## config.mk

```make
export PLATFORM = sky130hd
export DESIGN_NAME = xb_vc_arbiter_flat
export DESIGN_NICKNAME = d
export VERILOG_FILES = /design/src/rtl/xb_vc_arbiter_pkg.sv /design/src/rtl/xb_vc_arbiter_if.sv /design/src/rtl/xb_vc_arbiter_rr_arb.sv /design/src/rtl/xb_vc_arbiter.sv /design/src/flat_wrapper.sv
export SDC_FILE = /design/constraint.sdc
export NUM_CORES = 1
export LEC_CHECK = 0
export BUFFER_PORTS_ARGS = -buffer_cell sky130_fd_sc_hd__buf_2
export CORE_MARGIN = 2
export CORE_UTILIZATION = 35
export CTS_BUF_LIST = sky130_fd_sc_hd__clkbuf_16
export CTS_CLUSTER_DIAMETER = 100
export DETAILED_ROUTE_END_ITERATION = 16
export GPL_ROUTABILITY_DRIVEN = 0
export SYNTH_ARGS = -nofsm -noshare
export SYNTH_HDL_FRONTEND = slang
export SYNTH_SLANG_ARGS = --single-unit
```

## constraint.sdc

```tcl
create_clock -name clk -period 3.82 [get_ports clk]
set_clock_uncertainty 0.15 [all_clocks]
set_input_delay 0.573 -clock clk [delete_from_list [all_inputs] [get_ports clk]]
set_output_delay 0.573 -clock clk [all_outputs]
set_load 0.01 [all_outputs]
```

## src/rtl/xb_vc_arbiter_pkg.sv

```systemverilog
// Shared VC arbiter types: VC count and index width, flit width, lock FSM encoding.
// No logic; sizes the input-port VC mux and its arbiter.
// V is the VC count per input port (supported range 2..8).
package xb_vc_arbiter_pkg;

  localparam int V  = 4;
  localparam int VW = (V > 1) ? $clog2(V) : 1;
  localparam int DW = 64;

  typedef enum logic {
    IDLE   = 1'b0,
    LOCKED = 1'b1
  } state_e;

  // Round-robin successor; V need not be a power of two.
  function automatic logic [VW-1:0] next_idx(input logic [VW-1:0] idx);
    return (idx == VW'(V - 1)) ? '0 : idx + VW'(1);
  endfunction

endpackage

```

## src/rtl/xb_vc_arbiter_if.sv

```systemverilog
// VC-side request/grant bundle between one input port's VC queues and its arbiter.
// Latency: none, plain wires.
// Backpressure: port_gnt from the main allocator; VCs wait for their vc_deq strobe.
interface xb_vc_arbiter_if;
  import xb_vc_arbiter_pkg::*;

  logic [V-1:0] vc_req;
  logic [V-1:0] vc_tail;
  logic         port_gnt;
  logic [V-1:0] sel;
  logic         port_req;
  logic [V-1:0] vc_deq;
  logic         lock_active;

  modport master (
    input  vc_req, vc_tail, port_gnt,
    output sel, port_req, vc_deq, lock_active
  );

  modport slave (
    output vc_req, vc_tail, port_gnt,
    input  sel, port_req, vc_deq, lock_active
  );

endinterface

```

## src/rtl/xb_vc_arbiter_rr_arb.sv

```systemverilog
// Combinational round-robin arbiter: the first request at or above ptr wins, wrapping at V-1.
// Latency: zero (pure function of req/ptr).
// Backpressure: none; the caller decides when ptr advances.
module rr_arb
  import xb_vc_arbiter_pkg::*;
(
  input  logic [V-1:0]  req,
  input  logic [VW-1:0] ptr,
  output logic [V-1:0]  gnt,
  output logic [VW-1:0] gnt_idx
);

  logic [VW-1:0] idx;

  always_comb begin
    gnt     = '0;
    gnt_idx = '0;
    idx     = '0;
    // Walk from lowest to highest priority so the best hit is written last.
    for (int k = V - 1; k >= 0; k--) begin
      idx = VW'((int'(ptr) + k) % V);
      if (req[idx]) begin
        gnt      = '0;
        gnt[idx] = 1'b1;
        gnt_idx  = idx;
      end
    end
  end

endmodule

```

## src/rtl/xb_vc_arbiter.sv

```systemverilog
// Local VC arbiter for one input port: picks a VC and requests the main switch allocator for it.
// Latency: zero-cycle select; ptr/lock update on the edge after port_gnt & port_req.
// Backpressure: a VC holds until vc_deq; with XB_PKT_LOCK_EN the packet owner keeps sel through bubbles.
module xb_vc_arbiter
  import xb_vc_arbiter_pkg::*;
(
  input logic             clk,
  input logic             rstn,
  xb_vc_arbiter_if.master bus
);

  logic [VW-1:0] ptr_q;
  logic [V-1:0]  rr_gnt;
  logic [VW-1:0] rr_idx;
  logic [V-1:0]  sel;
  logic [VW-1:0] win_idx;
  logic          port_req;
  logic          gnt_evt;

  rr_arb u_rr_arb (
    .req     (bus.vc_req),
    .ptr     (ptr_q),
    .gnt     (rr_gnt),
    .gnt_idx (rr_idx)
  );

`ifdef XB_PKT_LOCK_EN
  state_e        state_q, state_d;
  logic [VW-1:0] lock_vc_q, lock_vc_d;

  always_ff @(posedge clk or negedge rstn) begin
    if (!rstn) begin
      state_q   <= IDLE;
      lock_vc_q <= '0;
    end else begin
      state_q   <= state_d;
      lock_vc_q <= lock_vc_d;
    end
  end

  // A locked port keeps its mux pointed at the owner even while it bubbles.
  always_comb begin
    sel      = rr_gnt;
    port_req = |bus.vc_req;
    win_idx  = rr_idx;
    if (state_q == LOCKED) begin
      sel            = '0;
      sel[lock_vc_q] = 1'b1;
      port_req       = bus.vc_req[lock_vc_q];
      win_idx        = lock_vc_q;
    end
  end

  always_comb begin
    state_d   = state_q;
    lock_vc_d = lock_vc_q;
    if (gnt_evt) begin
      case (state_q)
        IDLE: begin
          if (!bus.vc_tail[win_idx]) begin
            state_d   = LOCKED;
            lock_vc_d = win_idx;
          end
        end
        LOCKED: begin
          if (bus.vc_tail[lock_vc_q]) state_d = IDLE;
        end
        default: state_d = IDLE;
      endcase
    end
  end

  assign bus.lock_active = (state_q == LOCKED);
`else
  logic unused_tail;

  assign sel             = rr_gnt;
  assign port_req        = |bus.vc_req;
  assign win_idx         = rr_idx;
  assign unused_tail     = ^bus.vc_tail;
  assign bus.lock_active = 1'b0;
`endif

  // port_gnt only reaches vc_deq and state, never port_req.
  assign gnt_evt = bus.port_gnt & port_req;

  always_ff @(posedge clk or negedge rstn) begin
    if (!rstn)        ptr_q <= '0;
    else if (gnt_evt) ptr_q <= next_idx(win_idx);
  end

  assign bus.sel      = sel;
  assign bus.port_req = port_req;
  assign bus.vc_deq   = gnt_evt ? sel : '0;

endmodule

```

## src/flat_wrapper.sv

```systemverilog
// flat-port wrapper written by rule: the top's interface ports become plain ports
module xb_vc_arbiter_flat import xb_vc_arbiter_pkg::*;
  (clk, rstn, bus_vc_req, bus_vc_tail, bus_port_gnt, bus_sel, bus_port_req, bus_vc_deq, bus_lock_active);
  xb_vc_arbiter_if bus_i ();
  input logic clk;
  input logic rstn;
  input wire logic [$bits(bus_i.vc_req)-1:0] bus_vc_req;
  input wire logic [$bits(bus_i.vc_tail)-1:0] bus_vc_tail;
  input wire logic [$bits(bus_i.port_gnt)-1:0] bus_port_gnt;
  output wire logic [$bits(bus_i.sel)-1:0] bus_sel;
  output wire logic [$bits(bus_i.port_req)-1:0] bus_port_req;
  output wire logic [$bits(bus_i.vc_deq)-1:0] bus_vc_deq;
  output wire logic [$bits(bus_i.lock_active)-1:0] bus_lock_active;
  assign bus_i.vc_req = bus_vc_req;
  assign bus_i.vc_tail = bus_vc_tail;
  assign bus_i.port_gnt = bus_port_gnt;
  assign bus_sel = bus_i.sel;
  assign bus_port_req = bus_i.port_req;
  assign bus_vc_deq = bus_i.vc_deq;
  assign bus_lock_active = bus_i.lock_active;
  xb_vc_arbiter u_core (.clk(clk), .rstn(rstn), .bus(bus_i));
endmodule
```

==> out/metrics.yaml <==
worst_hold_path:
  whs_path_depth: 2
  hold_start: "u_core.ptr_q[0]"
  hp-class: "register to register"
  holdPathEnd: "u_core.ptr_q[0]"
floorplanning:
  io_pins: 21
  core_area_um2: 1670
  die_area_um2: 2075
  fp.dieW_um: 45.56
  die_y_um: 45.56
  initial_core_util_pct: 36.18
  rows: 15
grt:
  track_usage_pct: 15.42
  gr-total-overflow: 0
  use_met1_pct: 19.32
  grtUsageMet2_pct: 23.94
  grt_pass1_wl_um: 2270
  grt_util_met3_pct: 3.968
  grt.busiest_layer: "met2"
  grt_max_degree: 13
  grt_pass1_vias: 496
  antenna_found_initial: 0
cells_and_area:
  layout-drive-gt1-share_pct: 39.51
  layoutNonFillerInstCount: 98
  top_register: "u_core.ptr_q"
  largest_register_ffs: 2
  fin_area_um2: 777.0
  syn_to_final_growth_pct: 28.57
  n_antenna_cell: 0
  fin_nets: 102
  reg_top3: "u_core.ptr_q: 2 flops"
  fill_cells: 169
detailed_routing:
  vias_per_cell: 5.735
  dr.pass1.iters: 4
  drt-total-wl_um: 1314
  vias: 562
  drc: 0
  drt_iter0_drc: 4
  avgRoutedWirePerCell_um: 13.41
  antenna_left: 0
sta:
  setup_viol: 0
  post-route-min-period_ps: 3279
  worst_pin_slew_ps: 474.3
  max_slew_margin_pct: 67.75
  tns_ps: 0
  maxSlewViolCount: 0
  rsz0062_at_grt: "false"
  timing.fmax_mhz: 305.0
  hold_viol_final: 0
  period_share_pct: 85.84
cts:
  cts_root_buffer: "clkbuf_16"
  h-tree-depth: 1
  cts_max_path_buffers: 2
  cts_resized: 0
  numCtsBuffers: 3
  clk_pin_slew_worst_paths_ps: 30
  insertion_delay_ps: 220
  clock_sinks: 2
  cts_tree: "yes"
setup_path:
  crit_path_end_kind: "output pin"
  r2r-start: "u_core.ptr_q[0]"
  cp.required_ps: 3100
  reg2regPathDepth: 7
  start_kind: "register"
  cp.arrival_ps: 2560
  crit_type: "register to output pin"
  regToRegEndpoint: "u_core.ptr_q[1]"
  rrSetupSlack_ps: 1430
  critPathMaxFanout: 7
logic_synthesis:
  yosys_warnings: 0
  postSynthAreaPerCell_um2: 9.593
  synth_top_area_share_pct: 16.56
  synth_top_area_cell: "ha_1"
  synth_fp_nets: 82
  synth_edf_count: 0
  ys_types: 35
  ys_ff_latch: 2
  synth-main-ff-cell: "dfrtp_1"
  synth_common_cells: "8 x ha_1, 4 x and2_1, 4 x and2b_1, 4 x or2b_1"
  yosysSeqAreaShare_pct: 8.282
  netlist_instances: 63
  async_flop_share_pct: 100.0
  synth.cell_area_um2: 604.3
  post-synth-top-count-cell: "ha_1"
  yosys-top-cells-area: "ha_1 17%, dfrtp_1 8.3%, mux4_2 7.5%"
job:
  maxCapViolCount: 0
outcome:
  status: "completed"
power_and_ir_drop:
  combPwrFrac_pct: 75.8
  power_leakage_uw: 0.0003870
  p_per_area_nw_per_um2: 1030
  intPower_uw: 470.2
  pwr-share-clk_pct: 19.4
  pwr-share-seq_pct: 4.7
  p_sw_uw: 330.1
  switching_share_pct: 41.25
  irDropWorstVdd_mv: 0.4075
place:
  placedCellCount: 94
  portBuffers: 15
  post_dp_cell_area_um2: 691.9
  hpwl_um: 949.3
-- cells by family (layout without fill, tap and decap cells) --
family | after synthesis | in the layout | share of synthesized area (%)
AOI/OAI and AO/OA | 15 | 15 | 22.15
adders and majority gates | 8 | 8 | 16.56
buffers and inverters | 6 | 24 | 5.797
DFF | 2 | 2 | 8.282
muxes | 7 | 7 | 19.46
other | 1 | 1 | 0.6205
and+or+nand+nor | 24 | 24 | 27.12
-- area by class of cell --
type,instances,area [um^2],area share (%)
clock buffers,3,75.07,9.662
inverters,3,11.26,1.449
multi-input cells,55,519.2,66.83
flip-flops and latches,2,50.05,6.441
well taps,17,21.27,2.738
repair buffers,18,100.1,12.88
-- power by group through the flow --
| stage | combinational, uW | sequential, uW | clock [uW] |
|---|---|---|---|
| finish | 607 | 37.9 | 155 |
| global placement | 594 | 37.5 | 0 |
| CTS | 611 | 38.2 | 156 |
| detailed placement | 606 | 38.3 | 0 |
| floorplan | 455 | 53.0 | 0 |
| global route | 669 | 40.2 | 160 |
-- metrics by stage --
stage / utilization [%] / power [uW] / worst slack (ps) / hold slack [ps]
finish: 46.52 / 800.3 / 541.0 / 518.9
global route: 46.52 / 869.9 / 413.9 / 542.8
CTS: 46.52 / 805.7 / 533.1 / 516.8
detailed placement: 41.42 / 644.6 / 765.7 / 211.3
global placement: 41.42 / 631.8 / 797.6 / 206.7
floorplan: - / 508.4 / 704.6 / 127.4
-- worst max path at each step --
stage / from / endpoint / slack (ps) / cells after the start
finish: u_core.ptr_q[0] / bus_vc_deq[2] / 540 / 8
global placement: u_core.ptr_q[0] / bus_vc_deq[1] / 800 / 8
CTS: u_core.ptr_q[0] / bus_vc_deq[2] / 530 / 8
detailed placement: u_core.ptr_q[0] / bus_vc_deq[2] / 770 / 8
global route: u_core.ptr_q[0] / bus_vc_deq[2] / 410 / 8
floorplan: u_core.ptr_q[0] / bus_vc_deq[3] / 700 / 8
-- critical path: stages (launching register included) --
cell and delay, ps:
dfrtp_1 330, inv_1 120, ha_1 370, mux4_1 560, nor2b_4 160, a221o_1 300
a31o_2 240, and2_1 130, buf_2 130
-- layout by cell type (no fill, tap or decap), types with 2 or more instances in the layout --
cell type / Yosys / layout
a221o_1: 3 / 3
a31o_2: 3 / 3
and2_1: 4 / 4
and2b_1: 4 / 4
buf_2: 1 / 15
buf_4: 1 / 2
clkbuf_16: 0 / 3
dfrtp_1: 2 / 2
ha_1: 8 / 8
inv_1: 3 / 3
mux2_2: 2 / 2
mux4_2: 2 / 2
nand2_1: 2 / 2
nand3_1: 2 / 2
o211ai_1: 2 / 2
or2b_1: 4 / 4
-- timing repair --
item                      CTS  global route
hold buffers                1             0
setup buffers               0             0
hold endpoints to repair    2             0
-- metal layers --
layer  share of wire (%)  vias to the layer above
met5                   0                        -
met4                 2.4                        0
met3                 4.9                        4
met2                  47                       19
met1                  45                      260
li1                    -                      279
Power figures use the tool's default switching activity.
